$ cat src/rtl/sysid_pkg.sv
// Shared definitions for the system-ID checker.
//   state_t          : checker sequencing states
//   ADDR_ID/ADDR_TS  : word addresses of the sysid slave
//   SYSID_TS_DEFAULT : build timestamp expected by default
package sysid_pkg;

    typedef enum logic [2:0] {
        IDLE,
        RD_ID,
        LAT_ID,
        RD_TS,
        LAT_TS,
        ERR,
        DONE
    } state_t;

    localparam logic ADDR_ID = 1'b0;
    localparam logic ADDR_TS = 1'b1;

    localparam logic [31:0] SYSID_TS_DEFAULT = 32'd1369725685;

endpackage

$ cat src/rtl/avm_read_beat.sv
// Single Avalon-MM read engine: issues one read per go pulse, holds it through
// waitrequest, aborts after TIMEOUT_CYCLES stall cycles and captures readdata
// READ_LATENCY cycles after the read is accepted.
//   clock, reset_n : clock and asynchronous active-low reset
//   go, addr       : start a read at addr (takes priority over ending the current one)
//   read, address  : bus request, registered
//   waitrequest    : bus stall
//   readdata       : bus read data
//   accept         : read accepted by the slave this cycle
//   capture        : rdata_out holds the valid word this cycle
//   timeout        : read abandoned this cycle
//   rdata_out      : read data toward the sequencer
module avm_read_beat
    import sysid_pkg::*;
#(
    parameter int READ_LATENCY   = 0,
    parameter int TIMEOUT_CYCLES = 255
) (
    input  logic        clock,
    input  logic        reset_n,
    input  logic        go,
    input  logic        addr,
    output logic        read,
    output logic        address,
    input  logic        waitrequest,
    input  logic [31:0] readdata,
    output logic        accept,
    output logic        capture,
    output logic        timeout,
    output logic [31:0] rdata_out
);

    localparam logic [1:0]  LAT     = 2'(READ_LATENCY);
    localparam logic [15:0] TO_LAST = 16'(TIMEOUT_CYCLES - 1);

    logic [15:0] wait_cnt;
    logic [1:0]  lat_cnt;
    logic        lat_busy;

    assign accept    = read & ~waitrequest;
    // The stall that brings the count to TIMEOUT_CYCLES is the last one tolerated.
    assign timeout   = read & waitrequest & (wait_cnt == TO_LAST);
    assign capture   = (LAT == 2'd0) ? accept : (lat_busy & (lat_cnt == LAT));
    assign rdata_out = readdata;

    // NOTE: registers use non-blocking assignments so every update sees pre-edge values.
    always_ff @(posedge clock or negedge reset_n) begin
        if (!reset_n) begin
            read     <= 1'b0;
            address  <= ADDR_ID;
            wait_cnt <= '0;
            lat_cnt  <= '0;
            lat_busy <= 1'b0;
        end else begin
            if (accept || timeout) read <= 1'b0;
            if (read && waitrequest) wait_cnt <= wait_cnt + 16'd1;

            // The first latency cycle after accept counts as 1.
            if (accept && (LAT != 2'd0)) begin
                lat_busy <= 1'b1;
                lat_cnt  <= 2'd1;
            end else if (lat_busy) begin
                if (lat_cnt == LAT) lat_busy <= 1'b0;
                else lat_cnt <= lat_cnt + 2'd1;
            end

            // A new read may be launched in the cycle the previous one completes.
            if (go) begin
                read     <= 1'b1;
                address  <= addr;
                wait_cnt <= '0;
            end
        end
    end

endmodule

$ cat config.mk
export PLATFORM = sky130hd
export DESIGN_NAME = avm_read_beat
export DESIGN_NICKNAME = d
export VERILOG_FILES = /design/src/rtl/sysid_pkg.sv /design/src/rtl/avm_read_beat.sv
export SDC_FILE = /design/constraint.sdc
export NUM_CORES = 1
export LEC_CHECK = 0
export BUFFER_PORTS_ARGS = -buffer_cell sky130_fd_sc_hd__buf_2
export CAP_MARGIN = 25
export CORE_ASPECT_RATIO = 1.1
export CORE_MARGIN = 10
export CORE_UTILIZATION = 42
export CTS_CLUSTER_DIAMETER = 80
export DETAILED_ROUTE_END_ITERATION = 7
export HOLD_SLACK_MARGIN = 0.02
export PLACE_DENSITY = 0.79
export SYNTH_ARGS = -nofsm -noshare
export SYNTH_HDL_FRONTEND = slang
export SYNTH_SLANG_ARGS = --single-unit
$ cat constraint.sdc
create_clock -name clock -period 2.21 [get_ports clock]
set_clock_uncertainty 0.15 [all_clocks]
set_input_delay 0 -clock clock [delete_from_list [all_inputs] [get_ports clock]]
set_output_delay 0 -clock clock [all_outputs]
set_load 0.02 [all_outputs]
; After elaboration in Yosys (flattened, before gate mapping)
; Index checks and enable logic that the tools add are counted.
[word_totals]
ff_bits = 18
input_bits = 37
output_inout_bits = 37
[classes]
addsub = 1
n_eq_ne = 1
n_mux = 4
bitwise_logic = 4
n_reduce_logical = 4
[ops]
columns = op, n
row1 = $mux 16, 2
row2 = $add 16x1->16 const B, 1
row3 = $eq 16x8->1 const B, 1
row4 = $reduce_bool 2->1, 2
row5 = $and 1x1->1, 3
row6 = $mux 1, 2
row7 = $logic_and 1x1->1, 1
row8 = $logic_or 1x1->1, 1
row9 = $not 1->1, 1

; Logic depth before layout (Yosys ltp)
; Gate-level depths: netlist of the first run.
[depth]
depth_word = 5
mapped_depth = 5
mapped_depth_nobuf = 5

; Worst setup path before layout of the first run
; OpenSTA, ideal clock, no wires.
[synth_timing]
path_kind = reg2reg
startpoint = register read
endpoint = register wait_cnt[14]
arrival_ps = 1671
slack_ps = 311
stages_incl_launch_ff = 5
path_buffers = 0
period_less_slack_ps = 1899
path_cell_list = dfrtp_1 -> nand3_1 -> or4_4 -> or3_1 -> a21oi_1
[synth_between]
elab_chain_len = 2
[synth_lines]
columns = element, line_no
row1 = "start, declared", avm_read_beat.sv:23  ; output logic read,
row2 = "start signal, assigned", avm_read_beat.sv:49  ; read <= 1'b0;
row3 = "start signal, assigned", avm_read_beat.sv:55  ; if (accept || timeout) read <= 1'b0;
row4 = "start signal, assigned", avm_read_beat.sv:69  ; read <= 1'b1;
row5 = $logic_and 1x1->1, avm_read_beat.sv:56  ; if (read && waitrequest) wait_cnt <= wait_cnt + 16'd1;
row6 = $reduce_bool 2->1 (no line), --
row7 = "end signal, assigned", avm_read_beat.sv:56
row8 = "end, declared", avm_read_beat.sv:36  ; logic [15:0] wait_cnt;
; Every way passes these cells.
; A chain may end at the register's enable or synchronous reset.

; Worst setup path in the final report of the first run
[layout_timing]
startpoint = register wait_cnt[1]
endpoint = register wait_cnt[14]
[layout_between]
elab_chain_len = 3
[layout_lines]
columns = element, line_no
row1 = $add 16x1->16, avm_read_beat.sv:56
row2 = $mux 16, avm_read_beat.sv:56
row3 = $mux 16, avm_read_beat.sv:68  ; if (go) begin
; Every way passes these cells. The select of a mux whose other input is x is not followed.

==> metrics.md, run 1 <==
| Metric | Value |
|---|---|
| Status | complete, no violations |
| Gr usage total | 0.115 |
| Clock share of power | 0.297 |
| First-pass DRT Iterations | 4 |
| Register bit total from synthesis | 18 |
| Synthesized cell area | 1160 um^2 |
| Switching share of power | 0.287 |
| Core area | 2570 um^2 |
| Crit-path max FO | 7 |
| Cells after synthesis | 129 |
| # diodes | 0 |
| Post-synth EDFFs | 0 |
| TritonCTS clock tree | yes |
| I/O pin count | 74 |
| Area share of the largest cell type after synthesis | 0.387 |
| Synth-to-Final Area Change | 21.7% |
| Async S/R FF share, synth | 1.00 |
| Nets | 186 |
| Die width | 70.2 um |
| Pins Over Slew Limit | 0 |
| Slowest library cell on the worst path | or4_4 |
| Design Power | 703 uW |
| Placed inst area | 1000 um^2 |
| Post-route cell area | 1420 um^2 |
| CP peak stage delay | 480 ps |
| WP buf/inv | 0 |
| Ys flop type | dfrtp_1 |
| WP data arrival | 2060 ps |
| Yosys Warn Count | 0 |
| Internal | 501 uW |
| RSZ-0062 raised after global routing | no |
| Switching power | 201 uW |
| Synth cell count leaders | buf_4 (33), dfrtp_1 (18), nor2_1 (16) |
| Number of global-route vias before repair | 1007 |
| PwrDens | 496 nW/um^2 |
| Leak | 0.000572 uW |
| Max-Cap Viols | 0 |
| Worst VDD drop | 512 uV |
| Via count | 917 |
| Port Buffers | 9 |
| Layout cells sized above 1 | 0.151 |
| Initial core utilization | 0.453 |
| CTS root buffer | clkbuf_4 |
| Flop pwr share | 0.488 |
| FMAX | 505 MHz |
| Worst-path clk slew | 100 ps |
| Drt drc | 0 |
| Worst Tran Pin Value | 792 ps |
| Period utilization | 0.896 |
| Die area | 5280 um^2 |
| Critical path class | flop to flop |
| Final Critical Period | 1980 ps |
| Register area share after synthesis | 0.387 |
| GRT overflow | 0 |
| Site row count | 19 |
| First-pass GRT wire length | 5.04 mm |
| Post-synth cell types | 26 |
| Hold crit path type | input port to flop |
| Hpwl dp | 1.67 mm |
| Routability-driven placement congestion ratio | 0.796 |
| Setup TNS | 0 ps |
| Setup repair bufs after CTS | 0 |
| Die H | 75.2 um |
| Clock Tree Buf Depth | 2 |
| Most common cell in the netlist | buf_4 |
| CP delay by family, top | simple AND/OR/NAND/NOR gates |
| Largest net degree at the start of global routing | 21 |
| CP Launch Type | flop |
| Syn_area_per_cell | 9.02 um^2 |
| Vias per cell | 5.18 |
| Worst-path cell chain | ha_1 > nand3_1 > or4_4 > or3_1 > a21oi_1 |
| Final Util | 0.552 |
| Clock buffer count from CTS | 3 |
| Mapped Nets | 168 |
| CP endpoint kind | flop |
| Number of antenna violations at the first check in global routing | 0 |
| Post-Route WL | 3.04 mm |
| Worst path required time | 2290 ps |
| Combinational power share | 0.214 |
| Clk_lat worst skew | 300 ps |
| Final hold viol count | 0 |
| Setup violations, final | 0 |
| Worst slew margin | 0.470 |
| Clk sinks | 18 |
| H-Tree Depth | 1 |
| WL per Instance | 17.2 um |
| First-iteration detailed-routing DRC count | 12 |
| Antenna Nets Post-Route | 0 |
| Post-synth top area cell | dfrtp_1 |
| Synth top area cells | dfrtp_1 (39%), buf_4 (21%), xnor2_1 (6.8%) |
## logic make-up after synthesis
group,after synthesis,synth area share
DFF,18,0.387
xor gates and xnor gates,9,0.0677
buffers and inverters,41,0.239
and+or+nand+nor,44,0.200
muxes,2,0.0194
AOI/OAI and AO/OA,13,0.0656
adders and majority gates,2,0.0215
## power by group through the flow
stage               registers (uW)  clock network (uW)  logic (uW)
global route                   345                 232         162
floorplan                      352                   0         112
finish                         343                 209         151
CTS                            343                 213         151
global placement               348                   0        49.3
detailed placement             349                   0        50.7
## routing by layer
metal,GRT usage,share of wire,wire length (um),vias up
met5,0,0,0,-
met4,0.0570,0.018,55,0
met1,0.110,0.35,1060,424
met2,0.215,0.52,1580,58
met3,0.0460,0.11,347,6
li1,-,-,-,429
## repair_timing
item	CTS	global route
hold endpoints to repair	66	0
hold buffers	38	0
setup endpoints to repair	0	0
resized for setup	0	0
## state kept, by name (all words and copies together), names as in the netlist
register / cells
wait_cnt: 16
address: 1
read: 1
## layout by cell type (no fill, tap or decap)
cell,synthesis,layout
a21oi_1,6,6
a311oi_1,1,1
a31o_2,2,2
and2b_1,1,1
buf_2,0,9
buf_4,33,1
clkbuf_4,0,3
clkbuf_8,0,1
dfrtp_1,18,18
dlygate4sd3_1,0,38
ha_1,2,2
inv_1,6,6
mux2_2,2,2
nand2_1,4,4
nand2b_1,1,1
nand3_1,4,4
nand3_2,2,2
nand4_1,2,2
nor2_1,16,16
nor2b_1,1,1
nor3_1,4,4
nor4_1,3,3
nor4b_1,1,1
o21ai_0,4,4
or3_1,3,3
or3_2,1,1
or4_4,1,1
xnor2_1,9,9
## metrics by stage
stage / hold WS, ps / instances / setup WS, ps
after global placement: -207 / 135 / 334
after detailed placement: -201 / 135 / 259
final: 355 / 177 / 230
after CTS: 314 / 177 / 234
after floorplan: -446 / 129 / 311
after global routing: 342 / 177 / 121
## final cells by class
type / instances / area (um^2)
sequential: 18 / 450
timing repair buffer: 48 / 433
clock buffer: 4 / 36.3
fill: 229 / 1150
multi-input combinational: 70 / 435
tap: 31 / 38.8
inverter: 6 / 22.5
## path summary, 6_finish.rpt
path | start | end | slack (ps) | depth (start not counted)
max | wait_cnt[1] | wait_cnt[14] | 230 | 5
min | addr | address | 360 | 3
max reg2reg | wait_cnt[1] | wait_cnt[14] | 230 | 5
min reg2reg | address | address | 380 | 1
max in group asynchronous | reset_n | wait_cnt[14] | 740 | 3
min in group asynchronous | reset_n | wait_cnt[0] | 680 | 3
## worst register-to-register path, stage by stage (launching register included)
cell and delay, ps:
dfrtp_1 410, ha_1 170, nand3_1 190, or4_4 480
or3_1 360, a21oi_1 150
No activity file was read; power rests on OpenSTA's default activity.
==> run 2, diff against run 1 <==
- CORE_ASPECT_RATIO: 1.1 -> default
==> run 2 against run 1 <==
  * Register-to-register slack gained 70 ps
  * Combinational power about the same
  * Clock power is 22% lower
==> metrics.md, run 2 (synthesis results as in run 1) <==
| Metric | Value |
|---|---|
| CTS Hold Buffers Added | 38 |
| Number of global-route vias before repair | 1009 |
| Setup violations, final | 0 |
| Setup TNS | 0 ps |
| Post-cts sizing count | 0 |
| H-Tree Depth | 1 |
| Antenna Nets Post-Route | 0 |
| Reg with most FFs | wait_cnt |
| Worst Setup Slack, final | 300 ps |
| CP endpoint kind | flop |
| Worst path required time | 2280 ps |
| Critical path class | flop to flop |
| Largest regs | wait_cnt x16, address x1, read x1 |
| # diodes | 0 |
| Period utilization | 0.864 |
| Commonest non-fill, non-tap cell in the layout | dlygate4sd3_1 |
| Worst VDD drop | 443 uV |
| Initial core utilization | 0.429 |
| Die area | 5280 um^2 |
| Nets | 187 |
| Hold Path Cell Cnt | 3 |
| Clock Tree Buf Depth | 2 |
| First-pass DRT Iterations | 4 |
| Post-Route WL | 2.77 mm |
| Max reg flops | 16 |
| GRT overflow | 0 |
| Die H | 72.6 um |
| First-iteration detailed-routing DRC count | 29 |
| Status | complete, no violations |
| I/O pin count | 74 |
| Number of antenna violations at the first check in global routing | 0 |
| Register-to-Register Path Depth | 4 |
| Pins Over Slew Limit | 0 |
| Vias per cell | 5.07 |
| Largest net degree at the start of global routing | 21 |
| WL per Instance | 15.6 um |
| Drt drc | 0 |
| Core area | 2710 um^2 |
| CP Launch Type | flop |
| Final Critical Period | 1910 ps |
| Die width | 72.6 um |
| TritonCTS clock tree | yes |
| Crit-path max FO | 10 |
| Final hold viol count | 0 |
| FMAX | 524 MHz |
| RSZ-0062 raised after global routing | no |
| Clk sinks | 18 |
| Clock buffer count from CTS | 3 |
| WP data arrival | 1980 ps |
| Dpl ws | 335 ps |
| Synth-to-Final Area Change | 21.2% |
| Clk_lat worst skew | 290 ps |
| Site row count | 19 |
| PwrDens | 466 nW/um^2 |
| Via count | 898 |
| Worst-path clk slew | 100 ps |
| Worst slew margin | 0.448 |
| Setup repair bufs after CTS | 0 |
| Hold crit path type | input port to flop |
| Worst Tran Pin Value | 826 ps |
| First-pass GRT wire length | 4.49 mm |
| Layout cells sized above 1 | 0.151 |
| Gr usage total | 0.101 |
| Hpwl dp | 1.60 mm |
| Routability-driven placement congestion ratio | 0.681 |
| CTS root buffer | clkbuf_4 |
| Most frequent cells in the layout | dlygate4sd3_1 (38), dfrtp_1 (18), nor2_1 (16) |
| Port Buffers | 9 |
| Leak | 0.000569 uW |
| Max-Cap Viols | 0 |
## run 2: final cells by class
| type | count | area [um^2] |
|---|---|---|
| flip-flops and latches | 18 | 450 |
| fillers | 249 | 1300 |
| repair buffers | 49 | 440 |
| multi-input cells | 70 | 435 |
| inverters | 6 | 22.5 |
| well taps | 31 | 38.8 |
| clock buffers | 3 | 22.5 |
## run 2: report_power, final
group / internal (uW) / total [uW] / switching, uW
combinational: 64.9 / 150 / 85.0
sequential: 336 / 343 / 6.95
clock: 63.5 / 164 / 100
## run 2: final timing paths
kind,start,endpoint,slack (ps)
worst min-delay path,addr,address,340
min in group asynchronous,reset_n,wait_cnt[15],730
worst min register to register,address,address,370
max in group asynchronous,reset_n,wait_cnt[6],680
worst max register to register,wait_cnt[3],wait_cnt[14],300
worst max-delay path,wait_cnt[3],wait_cnt[14],300
## run 2: metrics by stage
step	total power (uW)	hold slack, ps	area (um^2)	util	std cells
after floorplan	464	-446	1160	-	129
after global placement	398	-211	1010	0.372	136
after detailed placement	401	-199	1010	0.372	136
after CTS	661	328	1410	0.520	177
after global routing	684	339	1410	0.520	177
final	657	338	1410	0.520	177
## run 2: worst max-delay path, cell delays in order (launching register included)
cell and delay (ps):
dfrtp_1 400, nand3_2 190, or4_4 570, or3_1 350, a21oi_1 170
## run 2: metal layers
layer  part of all wire  GRT usage  vias to the layer above
li1                   -          -                      434
met1               0.40      0.107                      407
met2               0.48      0.183                       51
met3              0.098     0.0299                        6
met4              0.019     0.0380                        0
met5                  0          0                        -
==> run 3, diff against run 2 <==
- REMOVE_ABC_BUFFERS: default -> 1
- SETUP_SLACK_MARGIN: default -> 0.1
==> run 3 against run 2 <==
  * Combinational power increased by 8%
  * Register-to-register slack better by 40 ps
  * Cell area rose by 1.2%
  * Via count up 7.1%
  * Sequential share of layout area down 0.39 points
  * Worst hold slack improved by 25 ps
  * First-iteration DRC count grew 59%
  * Sequential power barely moved
  * Total power increased by 1.4%
==> metrics.md, run 3 (synthesis results as in run 1) <==
| Metric | Value |
|---|---|
| CP Launch Type | flop |
| Worst path required time | 2280 ps |
| Leak | 0.000577 uW |
| Largest net degree at the start of global routing | 21 |
| Clock Tree Buf Depth | 2 |
| Period utilization | 0.844 |
| Site row count | 19 |
| Worst slew margin | 0.714 |
| WL per Instance | 22.9 um |
| Setup TNS | 0 ps |
| Number of antenna violations at the first check in global routing | 0 |
| First-iteration detailed-routing DRC count | 46 |
| Post-Route WL | 4.09 mm |
| Filler cells | 239 |
| Core area | 2710 um^2 |
| Vias per cell | 5.37 |
| CP endpoint kind | flop |
| Critical path class | flop to flop |
| Register-to-Register Path Depth | 4 |
| Largest regs | wait_cnt x16, address x1, read x1 |
| Die H | 72.6 um |
| Global Route met3 Usage | 0.0517 |
| Hold Path Cell Cnt | 3 |
| First-pass DRT Iterations | 4 |
| Status | complete, no violations |
| Layout cells sized above 1 | 0.155 |
| Grt met2 use | 0.237 |
| Die width | 72.6 um |
| Clock buffer count from CTS | 3 |
| Number of global-route vias before repair | 1013 |
| Post-cts sizing count | 0 |
| Gr usage total | 0.152 |
| Clk sinks | 18 |
| Final hold viol count | 0 |
| H-Tree Depth | 1 |
| Crit-path max FO | 10 |
| Worst-path clk slew | 100 ps |
| FMAX | 536 MHz |
| M1 GR Usage | 0.188 |
| Commonest non-fill, non-tap cell in the layout | dlygate4sd3_1 |
| Most frequent cells in the layout | dlygate4sd3_1 (39), dfrtp_1 (18), nor2_1 (16) |
| Initial core utilization | 0.429 |
| Port Buffers | 9 |
| GR peak layer | met2 |
| Drt drc | 0 |
| Synth-to-Final Area Change | 22.7% |
| Antenna Nets Post-Route | 0 |
| Max-Cap Viols | 0 |
| Via count | 962 |
| Hold crit path type | input port to flop |
| Hpwl dp | 2.30 mm |
| Nets | 189 |
| Worst VDD drop | 385 uV |
| PwrDens | 466 nW/um^2 |
| First-pass GRT wire length | 6.13 mm |
| WHS | 363 ps |
| I/O pin count | 74 |
| CTS root buffer | clkbuf_4 |
| Clk_lat worst skew | 290 ps |
| Worst Tran Pin Value | 427 ps |
| Pins Over Slew Limit | 0 |
| Routability-driven placement congestion ratio | 0.780 |
| WP data arrival | 1940 ps |
| Max reg flops | 16 |
| # diodes | 0 |
| Reg with most FFs | wait_cnt |
| RSZ-0062 raised after global routing | no |
| Die area | 5280 um^2 |
| Setup violations, final | 0 |
| TritonCTS clock tree | yes |
| GRT overflow | 0 |
| Final Critical Period | 1870 ps |
==> run 3: through the flow <==
stage / instances / total power, uW / utilization / setup slack, ps / instance area, um^2
after floorplan: 94 / 374 / - / 312 / 908
after global placement: 137 / 399 / 0.374 / 394 / 1010
after detailed placement: 137 / 402 / 0.374 / 358 / 1010
after CTS: 179 / 673 / 0.527 / 295 / 1430
after global routing: 179 / 689 / 0.527 / 186 / 1430
final: 179 / 666 / 0.527 / 344 / 1430
==> run 3: final cells by class <==
class	instances	area (um^2)	share of cell area
timing repair buffer	51	458	0.321
multi-input combinational	70	435	0.305
clock buffer	3	22.5	0.0158
sequential	18	450	0.316
inverter	6	22.5	0.0158
tap	31	38.8	0.0272
==> run 3: worst paths after layout <==
check / to / slack (ps) / startpoint
worst max-delay path: wait_cnt[14] / 340 / wait_cnt[3]
worst min-delay path: address / 360 / addr
worst max register to register: wait_cnt[14] / 340 / wait_cnt[3]
worst min register to register: address / 410 / address
max in group asynchronous: wait_cnt[0] / 360 / reset_n
min in group asynchronous: wait_cnt[10] / 470 / reset_n
==> run 3: metal layers <==
metal / share of wire / vias to the layer above
met2: 0.50 / 38
met1: 0.41 / 479
met5: 0 / -
met4: 0.022 / 0
met3: 0.063 / 10
li1: - / 435
==> run 3: critical path, cell delays in order, from the launching register on <==
cell	delay (ps)
dfrtp_1	400
nand3_2	190
or4_4	570
or3_1	350
a21oi_1	150
==> run 3: repair_timing <==
| item | in CTS | in global routing |
|---|---|---|
| hold buffers | 39 | 0 |
| buffers inserted | 0 | 0 |
| hold endpoints to repair | 66 | 0 |
==> run 3: report_power, final <==
group | internal, uW | switching (uW)
Clock | 63.4 | 96.9
Sequential | 336 | 7.41
Combinational | 66.6 | 95.4
